==> config.mk <==
export PLATFORM = sky130hd
export DESIGN_NAME = simd_commit_unit_flat
export DESIGN_NICKNAME = d
export VERILOG_FILES = /design/src/rtl/simd_commit_unit_if.sv /design/src/rtl/simd_commit_unit.sv /design/src/flat_wrapper.sv
export SDC_FILE = /design/constraint.sdc
export NUM_CORES = 1
export LEC_CHECK = 0
export ABC_AREA = 1
export CAP_MARGIN = 15
export CELL_PAD_IN_SITES_DETAIL_PLACEMENT = 1
export CELL_PAD_IN_SITES_GLOBAL_PLACEMENT = 2
export CORE_ASPECT_RATIO = 1.4
export CORE_UTILIZATION = 35
export CTS_BUF_LIST = sky130_fd_sc_hd__clkbuf_16
export DETAILED_ROUTE_END_ITERATION = 8
export DONT_BUFFER_PORTS = 1
export GPL_ROUTABILITY_DRIVEN = 0
export GPL_TIMING_DRIVEN = 0
export HOLD_SLACK_MARGIN = 0.1
export PLACE_DENSITY = 0.77
export RECOVER_POWER = 50
export SLEW_MARGIN = 20
export SYNTH_ARGS = -nofsm -noshare
export SYNTH_HDL_FRONTEND = slang
export SYNTH_SLANG_ARGS = --single-unit
export TNS_END_PERCENT = 10
==> constraint.sdc <==
create_clock -name i_clk -period 4.3 [get_ports i_clk]
set_input_delay 0.43 -clock i_clk [delete_from_list [all_inputs] [get_ports i_clk]]
set_output_delay 0.43 -clock i_clk [all_outputs]
set_load 0.02 [all_outputs]
==> src/rtl/simd_commit_unit_if.sv <==
// ---------------------------------------------------------------------------
// simd_commit_unit_if
//   Bundles the issue-side handshake, the writeback-side handshake and the
//   status outputs of simd_commit_unit.
//
//   Issue side      : inst_rdy / inst_ack plus instruction fields
//                     (i_bofs, i_aofs, i_pc, i_warpid)
//   Writeback side  : wb_rdy / wb_ack plus the fields of the presented
//                     instruction (o_bofs, o_aofs, o_pc, o_warpid)
//   Status          : inst_commit_dval (one pulse per retired instruction),
//                     o_busy (anything buffered or in flight)
//
//   modport master : issuer + writeback consumer (drives rdy/fields, wb_ack)
//   modport slave  : the commit unit itself
// ---------------------------------------------------------------------------
interface simd_commit_unit_if #(
  parameter int WBW     = 16,
  parameter int VDIM    = 2,
  parameter int INST_BW = 4,
  parameter int WID_BW  = 2
);

  logic                           inst_rdy;
  logic                           inst_ack;
  logic [VDIM-1:0][WBW-1:0]       i_bofs;
  logic [VDIM-1:0][WBW-1:0]       i_aofs;
  logic [INST_BW-1:0]             i_pc;
  logic [WID_BW-1:0]              i_warpid;

  logic                           wb_rdy;
  logic                           wb_ack;
  logic [VDIM-1:0][WBW-1:0]       o_bofs;
  logic [VDIM-1:0][WBW-1:0]       o_aofs;
  logic [INST_BW-1:0]             o_pc;
  logic [WID_BW-1:0]              o_warpid;

  logic                           inst_commit_dval;
  logic                           o_busy;

  modport master (
    output inst_rdy, i_bofs, i_aofs, i_pc, i_warpid, wb_ack,
    input  inst_ack, wb_rdy, o_bofs, o_aofs, o_pc, o_warpid,
           inst_commit_dval, o_busy
  );

  modport slave (
    input  inst_rdy, i_bofs, i_aofs, i_pc, i_warpid, wb_ack,
    output inst_ack, wb_rdy, o_bofs, o_aofs, o_pc, o_warpid,
           inst_commit_dval, o_busy
  );

endinterface

==> src/rtl/simd_commit_unit.sv <==
// ---------------------------------------------------------------------------
// simd_commit_unit
//   Accepts instructions from an issuer into an N_PENDING-deep FIFO, carries
//   them through a LAT-stage execution pipeline and presents them in order
//   for writeback. A registered pulse marks each retired instruction.
//
//   Ports
//     i_clk  : clock, rising edge
//     i_rst  : asynchronous, active-low reset
//     bus    : simd_commit_unit_if.slave
//              inst_rdy/inst_ack + i_* fields   (issue)
//              wb_rdy/wb_ack + o_* fields       (writeback, last stage)
//              inst_commit_dval, o_busy         (status)
//
//   Behaviour notes
//     - inst_ack = inst_rdy & !full; a full FIFO never accepts, even in a
//       cycle where it is also popped.
//     - A push never bypasses the FIFO: a new instruction reaches stage 1 no
//       earlier than two cycles after acceptance.
//     - The pipeline advances whenever the last stage is empty or is being
//       accepted by the writeback consumer; otherwise everything (stages and
//       FIFO read side) holds.
// ---------------------------------------------------------------------------
module simd_commit_unit #(
  parameter int N_PENDING = 4,
  parameter int LAT       = 3,
  parameter int WBW       = 16,
  parameter int VDIM      = 2,
  parameter int INST_BW   = 4,
  parameter int WID_BW    = 2
) (
  input  logic                i_clk,
  input  logic                i_rst,
  simd_commit_unit_if.slave   bus
);

  localparam int PTR_W = (N_PENDING > 1) ? $clog2(N_PENDING) : 1;
  localparam int CNT_W = $clog2(N_PENDING + 1);

  typedef struct packed {
    logic [VDIM-1:0][WBW-1:0] bofs;
    logic [VDIM-1:0][WBW-1:0] aofs;
    logic [INST_BW-1:0]       pc;
    logic [WID_BW-1:0]        warpid;
  } inst_t;

  // FIFO state
  inst_t              r_mem [N_PENDING];
  logic [PTR_W-1:0]   r_wptr;
  logic [PTR_W-1:0]   r_rptr;
  logic [CNT_W-1:0]   r_count;

  // Pipeline state; index LAT-1 is the stage presented for writeback
  logic [LAT-1:0]     r_vld;
  inst_t              r_stg [LAT];

  logic               r_commit;

  logic               w_full;
  logic               w_empty;
  logic               w_push;
  logic               w_pop;
  logic               w_adv;
  inst_t              w_in;

  function automatic logic [PTR_W-1:0] ptr_inc(input logic [PTR_W-1:0] p);
    return (p == PTR_W'(N_PENDING - 1)) ? '0 : p + PTR_W'(1);
  endfunction

  assign w_full  = (r_count == CNT_W'(N_PENDING));
  assign w_empty = (r_count == '0);
  assign w_in    = {bus.i_bofs, bus.i_aofs, bus.i_pc, bus.i_warpid};

  // Gated by reset so no acceptance is signalled while reset is held.
  assign bus.inst_ack = i_rst & bus.inst_rdy & ~w_full;
  assign w_push       = bus.inst_ack;

  assign w_adv = ~(r_vld[LAT-1] & ~bus.wb_ack);
  assign w_pop = w_adv & ~w_empty;

  always_ff @(posedge i_clk or negedge i_rst) begin
    if (!i_rst) begin
      r_wptr   <= '0;
      r_rptr   <= '0;
      r_count  <= '0;
      r_vld    <= '0;
      r_commit <= 1'b0;
      for (int unsigned i = 0; i < N_PENDING; i++) begin
        r_mem[i] <= '0;
      end
      for (int unsigned i = 0; i < LAT; i++) begin
        r_stg[i] <= '0;
      end
    end else begin
      if (w_push) begin
        r_mem[r_wptr] <= w_in;
        r_wptr        <= ptr_inc(r_wptr);
      end
      if (w_pop) begin
        r_rptr <= ptr_inc(r_rptr);
      end
      r_count <= r_count + CNT_W'(w_push) - CNT_W'(w_pop);

      if (w_adv) begin
        // Stage 1 loads the FIFO head as it stood before this edge, so an
        // instruction pushed now cannot skip its cycle at the head.
        r_vld[0] <= ~w_empty;
        if (!w_empty) begin
          r_stg[0] <= r_mem[r_rptr];
        end
        for (int unsigned i = 1; i < LAT; i++) begin
          r_vld[i] <= r_vld[i-1];
          r_stg[i] <= r_stg[i-1];
        end
      end

      r_commit <= r_vld[LAT-1] & bus.wb_ack;
    end
  end

  assign bus.wb_rdy           = r_vld[LAT-1];
  assign bus.o_bofs           = r_stg[LAT-1].bofs;
  assign bus.o_aofs           = r_stg[LAT-1].aofs;
  assign bus.o_pc             = r_stg[LAT-1].pc;
  assign bus.o_warpid         = r_stg[LAT-1].warpid;
  assign bus.inst_commit_dval = r_commit;
  assign bus.o_busy           = ~w_empty | (|r_vld);

endmodule

==> src/flat_wrapper.sv <==
// flat-port wrapper written by rule: the top's interface ports become plain ports
module simd_commit_unit_flat 
#(
  parameter int N_PENDING = 4,
  parameter int LAT       = 3,
  parameter int WBW       = 16,
  parameter int VDIM      = 2,
  parameter int INST_BW   = 4,
  parameter int WID_BW    = 2
)
  (i_clk, i_rst, bus_inst_rdy, bus_i_bofs, bus_i_aofs, bus_i_pc, bus_i_warpid, bus_wb_ack, bus_inst_ack, bus_wb_rdy, bus_o_bofs, bus_o_aofs, bus_o_pc, bus_o_warpid, bus_inst_commit_dval, bus_o_busy);
  simd_commit_unit_if #(.WBW(WBW), .VDIM(VDIM), .INST_BW(INST_BW), .WID_BW(WID_BW)) bus_i ();
  input  logic i_clk;
  input  logic i_rst;
  input wire logic [$bits(bus_i.inst_rdy)-1:0] bus_inst_rdy;
  input wire logic [$bits(bus_i.i_bofs)-1:0] bus_i_bofs;
  input wire logic [$bits(bus_i.i_aofs)-1:0] bus_i_aofs;
  input wire logic [$bits(bus_i.i_pc)-1:0] bus_i_pc;
  input wire logic [$bits(bus_i.i_warpid)-1:0] bus_i_warpid;
  input wire logic [$bits(bus_i.wb_ack)-1:0] bus_wb_ack;
  output wire logic [$bits(bus_i.inst_ack)-1:0] bus_inst_ack;
  output wire logic [$bits(bus_i.wb_rdy)-1:0] bus_wb_rdy;
  output wire logic [$bits(bus_i.o_bofs)-1:0] bus_o_bofs;
  output wire logic [$bits(bus_i.o_aofs)-1:0] bus_o_aofs;
  output wire logic [$bits(bus_i.o_pc)-1:0] bus_o_pc;
  output wire logic [$bits(bus_i.o_warpid)-1:0] bus_o_warpid;
  output wire logic [$bits(bus_i.inst_commit_dval)-1:0] bus_inst_commit_dval;
  output wire logic [$bits(bus_i.o_busy)-1:0] bus_o_busy;
  assign bus_i.inst_rdy = bus_inst_rdy;
  assign bus_i.i_bofs = bus_i_bofs;
  assign bus_i.i_aofs = bus_i_aofs;
  assign bus_i.i_pc = bus_i_pc;
  assign bus_i.i_warpid = bus_i_warpid;
  assign bus_i.wb_ack = bus_wb_ack;
  assign bus_inst_ack = bus_i.inst_ack;
  assign bus_wb_rdy = bus_i.wb_rdy;
  assign bus_o_bofs = bus_i.o_bofs;
  assign bus_o_aofs = bus_i.o_aofs;
  assign bus_o_pc = bus_i.o_pc;
  assign bus_o_warpid = bus_i.o_warpid;
  assign bus_inst_commit_dval = bus_i.inst_commit_dval;
  assign bus_o_busy = bus_i.o_busy;
  simd_commit_unit #(.N_PENDING(N_PENDING), .LAT(LAT), .WBW(WBW), .VDIM(VDIM), .INST_BW(INST_BW), .WID_BW(WID_BW)) u_core (.i_clk(i_clk), .i_rst(i_rst), .bus(bus_i));
endmodule
* Yosys cells after proc, flatten, opt, wreduce, memory -nomap -nowiden
Cells that the tools add are included.
** Word-level totals
- Output and inout port bits :: 74
- Input bits :: 74
- Register bits after elaboration :: 501
** Operators by class
- Magnitude comparators :: 3
- Mux-type cells :: 8
- Reduce and logical (&&, ||, !) cells :: 4
- Bitwise gates (word level) :: 12
- $add $sub $neg :: 4
- Equal/unequal tests :: 3
** Operator list (count)
- 280-bit bitwise mux :: 1
- 70-bit 2-to-1 mux :: 3
- 70-bit binary-select mux with 2-bit select :: 1
- 70-bit demux with 2-bit select :: 1
- 3-bit >= comparator (second input constant) :: 2
- 2-bit NOT with 3-bit output :: 2
- 1-bit AND :: 5
- 2-bit by 1-bit adder with 2-bit output (second input constant) :: 2
- 2-bit equality test (second input constant) :: 2
- 2-bit 2-to-1 mux :: 2
- 1-bit NOT :: 4
- 3-bit by 1-bit adder with 3-bit output :: 1
- 3-bit equality test (second input constant) :: 1
- 3-bit logical NOT :: 1
- 3-bit by 1-bit < comparator with 1-bit output (second input constant) :: 1
- 3-bit OR reduction :: 1
- 3-bit by 1-bit subtractor with 3-bit output :: 1
- 2-bit AND reduction :: 1
- 1-bit logical AND :: 1
- 1-bit OR :: 1

* Longest topological paths before layout
- Depth after elaboration :: 6
- Gate-level depth with buffers :: 10
- Depth with buffers taken out :: 9

* Worst setup path before layout
OpenSTA, ideal clock, no wires.
- Path kind :: register -> register
- From :: register u_core.r_vld[2]
- To :: register u_core.r_count[2]
- Library setup time :: 123 ps
- Slack :: 2251 ps
- Period minus slack after synthesis :: 2049 ps
- Cell stages (with the launch flop) :: 11
- Path buffers :: 1
- Arrival time :: 1927 ps
- Cell sequence :: dfrtp_1 > inv_2 > nor2_8 > a21oi_2 > buf_2 > ha_1 > inv_1 > ha_1 > inv_1 > fa_1 > xnor2_1
** On the way
- Cells in the longest elaborated chain, start to end :: 4
** RTL lines
- from (decl) :: RTL line simd_commit_unit.sv:54 : logic [LAT-1:0] r_vld;
- from (signal, indexed assignment) :: RTL line simd_commit_unit.sv:112 : r_vld[i] <= r_vld[i-1];
- 1-bit AND :: RTL line simd_commit_unit.sv:78 : assign w_adv = ~(r_vld[LAT-1] & ~bus.wb_ack);
- 1-bit NOT (no line)
- 1-bit AND :: RTL line simd_commit_unit.sv:79 : assign w_pop = w_adv & ~w_empty;
- named net u_core.w_pop :: RTL line simd_commit_unit.sv:62 : logic w_pop;
- 3-bit by 1-bit subtractor with 3-bit output :: RTL line simd_commit_unit.sv:102 : r_count <= r_count + CNT_W'(w_push) - CNT_W'(w_pop);
- to (signal assigned) :: RTL line simd_commit_unit.sv:102
- to (decl) :: RTL line simd_commit_unit.sv:51 : logic [CNT_W-1:0] r_count;
The timed path passes the listed nets, and every way through them passes these cells.
A chain may end at the register's enable or synchronous reset.

* Worst setup path in the final report
- From :: register u_core.r_wptr[1]
- To :: register u_core.r_mem[234] (netlist bit)
** On the way
- Cells in the longest elaborated chain, start to end :: 6
- Elaborated cells on any way between the ends :: 7
- Classes of those cells :: order compare: 2; mux: 3; bitwise: 1; reduce/logical: 1
** RTL lines
- from (decl) :: RTL line simd_commit_unit.sv:49 : logic [PTR_W-1:0] r_wptr;
- from (signal assigned) :: RTL line simd_commit_unit.sv:97 : r_wptr <= ptr_inc(r_wptr);
- 2-bit NOT with 3-bit output (implied by the code) * :: RTL line simd_commit_unit.sv:96 : r_mem[r_wptr] <= w_in;
- 3-bit >= comparator (implied by the code) or 3-bit by 1-bit < comparator with 1-bit output (tied branches) :: RTL line simd_commit_unit.sv:96
- 1-bit logical AND (implied by the code) :: RTL line simd_commit_unit.sv:96
- 70-bit 2-to-1 mux (implied by the code) :: RTL line simd_commit_unit.sv:96
- 70-bit demux with 2-bit select * :: RTL line simd_commit_unit.sv:96
- 280-bit bitwise mux * :: RTL line simd_commit_unit.sv:96
- to (signal, indexed assignment) :: RTL line simd_commit_unit.sv:96
- to (decl) :: RTL line simd_commit_unit.sv:48 : inst_t r_mem [N_PENDING];
Mark *: on every way between the ends. The rest lies on a longest branch, timed or not.

==> flow_summary_export.csv <==
group,metric,value,unit
timing,tns,0,ns
drt,wl,77400,um
timing,rsz0062_at_grt,"false",
grt,grt_max_degree,503,
clock_network,cts_root_buf,"clkbuf_16",
drt,via_per_inst,4.91,
setup_path,cp-end-kind,"register",
finish,final_cell_mix,"nand2_1, dfrtp_1, inv_1, nand4_1, nand3_1",
run_status,status,"finished with violations",
drt,post_drt_wl_per_cell,19.0,um
grt,grt_first_pass_wirelength,123000,um
timing,setup_viol,0,
placement,placedCellCount,3904,
drt,drc,0,
yosys,yosysUniqueCellTypes,23,
floorplan,die_area,68600,um^2
clock_network,clockBufferDepth,3,
timing,finClkSkew,0.0184,ns
finish,multi_input_area,8390,um^2
timing,period_needed,2.91,ns
placement,placed_area,24700,um^2
floorplan,die_y,310,um
clock_network,cts_sinks,501,
timing,max_slew_margin,27.9,%
yosys,netlist_area,23700,um^2
clock_network,post-cts-setup-buffer-count,0,
timing,timing.final.crit_share,67.7,%
clock_network,htree_num_levels,2,
timing,whs,-0.477,ns
placement,port_buffers,0,
setup_path,cp.required,4.78,ns
setup_path,worstPathArrival,3.39,ns
grt,use_met2,40.9,%
clock_network,clkTransAtPathRegs,0.06,ns
timing,worst_pin_slew,1.08,ns
grt,grt_use_total,23.1,%
yosys,syn_area_per_cell,7.76,um^2
power_and_ir_drop,pwr_density_cell,793,nW/um^2
setup_path,reg2regPathDepth,7,
finish,fin_nets,3258,
grt,gr-total-overflow,0,
finish,nFillCells,8199,
placement,dp_hpwl,53600,um
grt,use_met3,2.92,%
power_and_ir_drop,max-vdd-ir-drop,0.000347,V
drt,detail-route-antenna-nets,0,
clock_network,cts_tree,"done",
clock_network,clk_latency,0.61,ns
setup_path,cp-start-kind,"register",
yosys,syn_inst,3049,
clock_network,postCtsHoldBufs,71,
finish,final_common_cell,"nand2_1",
grt,grt.met1_usage,28.8,%
finish,final-seq-area,12500,um^2
finish,drive_gt1_share,7.12,%
run_status,violations,"negative hold slack",
setup_path,r2r_end,"u_core.r_mem[234]",
setup_path,r2r_start,"u_core.r_wptr[1]",
drt,num_vias,20000,
run,max-cap-violations,0,
floorplan,rows,112,
yosys,ys_seq_area_share,53.0,%
yosys,ys_ff_latch,501,
drt,dr.pass1.iters,5,
floorplan,die_x,222,um
clock_network,cts_resized,0,
grt,top_usage_layer,"met2",
floorplan,io_pins,148,
power_and_ir_drop,power,21.4,mW
finish,antenna_cells,0,
setup_path,r2r_slack,1.39,ns
floorplan,core_area,66700,um^2
finish,design_area,27000,um^2
drt,drt_iter0_markers,1171,
clock_network,cts_buffers,54,
power_and_ir_drop,p_leak,14.6,nW
grt,grt_pass1_vias,21600,
setup_path,worst-path-max-fanout,10,
grt,antenna_found_initial,4,
setup_path,crit_type,"register to register",
timing,drv_slew,0,
yosys,synth_warnings,0,
floorplan,initial_core_util,35.5,%
finish,stdcell_count,4070,
timing,fmax,344,MHz
finish,area_growth,14.1,%
timing,hold_viol,501,
worst_hold_path,hold_class,"input port to asynchronous set/reset pin",
yosys,syn_nets,3131,
## worst max-delay path by stage
stage	start	slack, ns	to
final	u_core.r_wptr[1]	1.39	u_core.r_mem[234]
after global routing	u_core.r_wptr[1]	1.27	u_core.r_mem[234]
after CTS	u_core.r_wptr[1]	1.33	u_core.r_mem[272]
after detailed placement	u_core.r_wptr[1]	1.34	u_core.r_mem[272]
after global placement	u_core.r_wptr[0]	1.42	u_core.r_mem[264]
after floorplan	u_core.r_vld[2]	2.25	u_core.r_count[2]
## metal layers
layer | part of all wire (%) | vias to the layer above
met5 | 0.053 | -
met4 | 3.5 | 6
met3 | 3.5 | 144
met2 | 50 | 331
met1 | 43 | 9830
li1 | - | 9692
## state kept, by name, summed over array words and instances (netlist names)
register and count:
u_core.r_mem 280, u_core.bus.inst_commit_dval 1, u_core.bus.o_warpid 2, u_core.bus.o_pc 4
u_core.r_rptr 2, u_core.bus.o_aofs 32, u_core.r_vld 3, u_core.bus.o_bofs 32
u_core.r_stg 140, u_core.r_wptr 2, u_core.r_count 3
## per-stage QoR
step / hold WS [ns] / util, % / setup WS (ns)
floorplan: 0.134 / - / 2.25
global placement: 0.159 / 37.1 / 1.42
detailed placement: 0.157 / 37.1 / 1.34
CTS: -0.503 / 40.7 / 1.33
global route: -0.506 / 40.5 / 1.27
finish: -0.477 / 40.5 / 1.39
## kinds of logic after synthesis
kind of cell	after synthesis	synth area share (%)
AND/OR/NAND/NOR	1868	33.6
buffers and inverters	606	11.5
flip-flops	501	53.0
AO/OA/AOI/OAI	64	1.37
adder cells (fa/ha/maj)	8	0.455
XOR/XNOR	2	0.0741
## power by group
group          internal [mW]  switching [mW]
combinational           2.69            5.87
sequential              6.98            1.29
clock                   2.60            1.98
## synth_stat cells, drive strengths merged
cell type,count,area (um^2)
nand2,1437,5400
dfrtp,501,12500
inv,323,1210
nand4,280,1750
buf,200,1200
nand3,145,736
clkbuf,83,312
o21ai,63,315
ha,7,87.6
nor2,3,35.0
or2,2,12.5
xnor2,2,17.5
a21oi,1,8.76
fa,1,20.0
nor3,1,5.00
## worst max-delay path, cell delays in order (launching register included)
cell	delay [ns]
dfrtp_1	0.42
inv_1	0.11
ha_1	0.15
clkbuf_1	0.68
nand3_1	0.81
buf_2	0.46
nand2_1	0.09
nand2_1	0.05
## cell type report
class,instances,share of cell area [%]
tap,855,3.96
clock buffer,57,5.28
buffer,283,5.15
sequential,501,46.4
multi-input combinational,1942,31.1
clock inverter,38,0.978
inverter,323,4.49
timing repair buffer,71,2.63
Power figures use the tool's default switching activity.
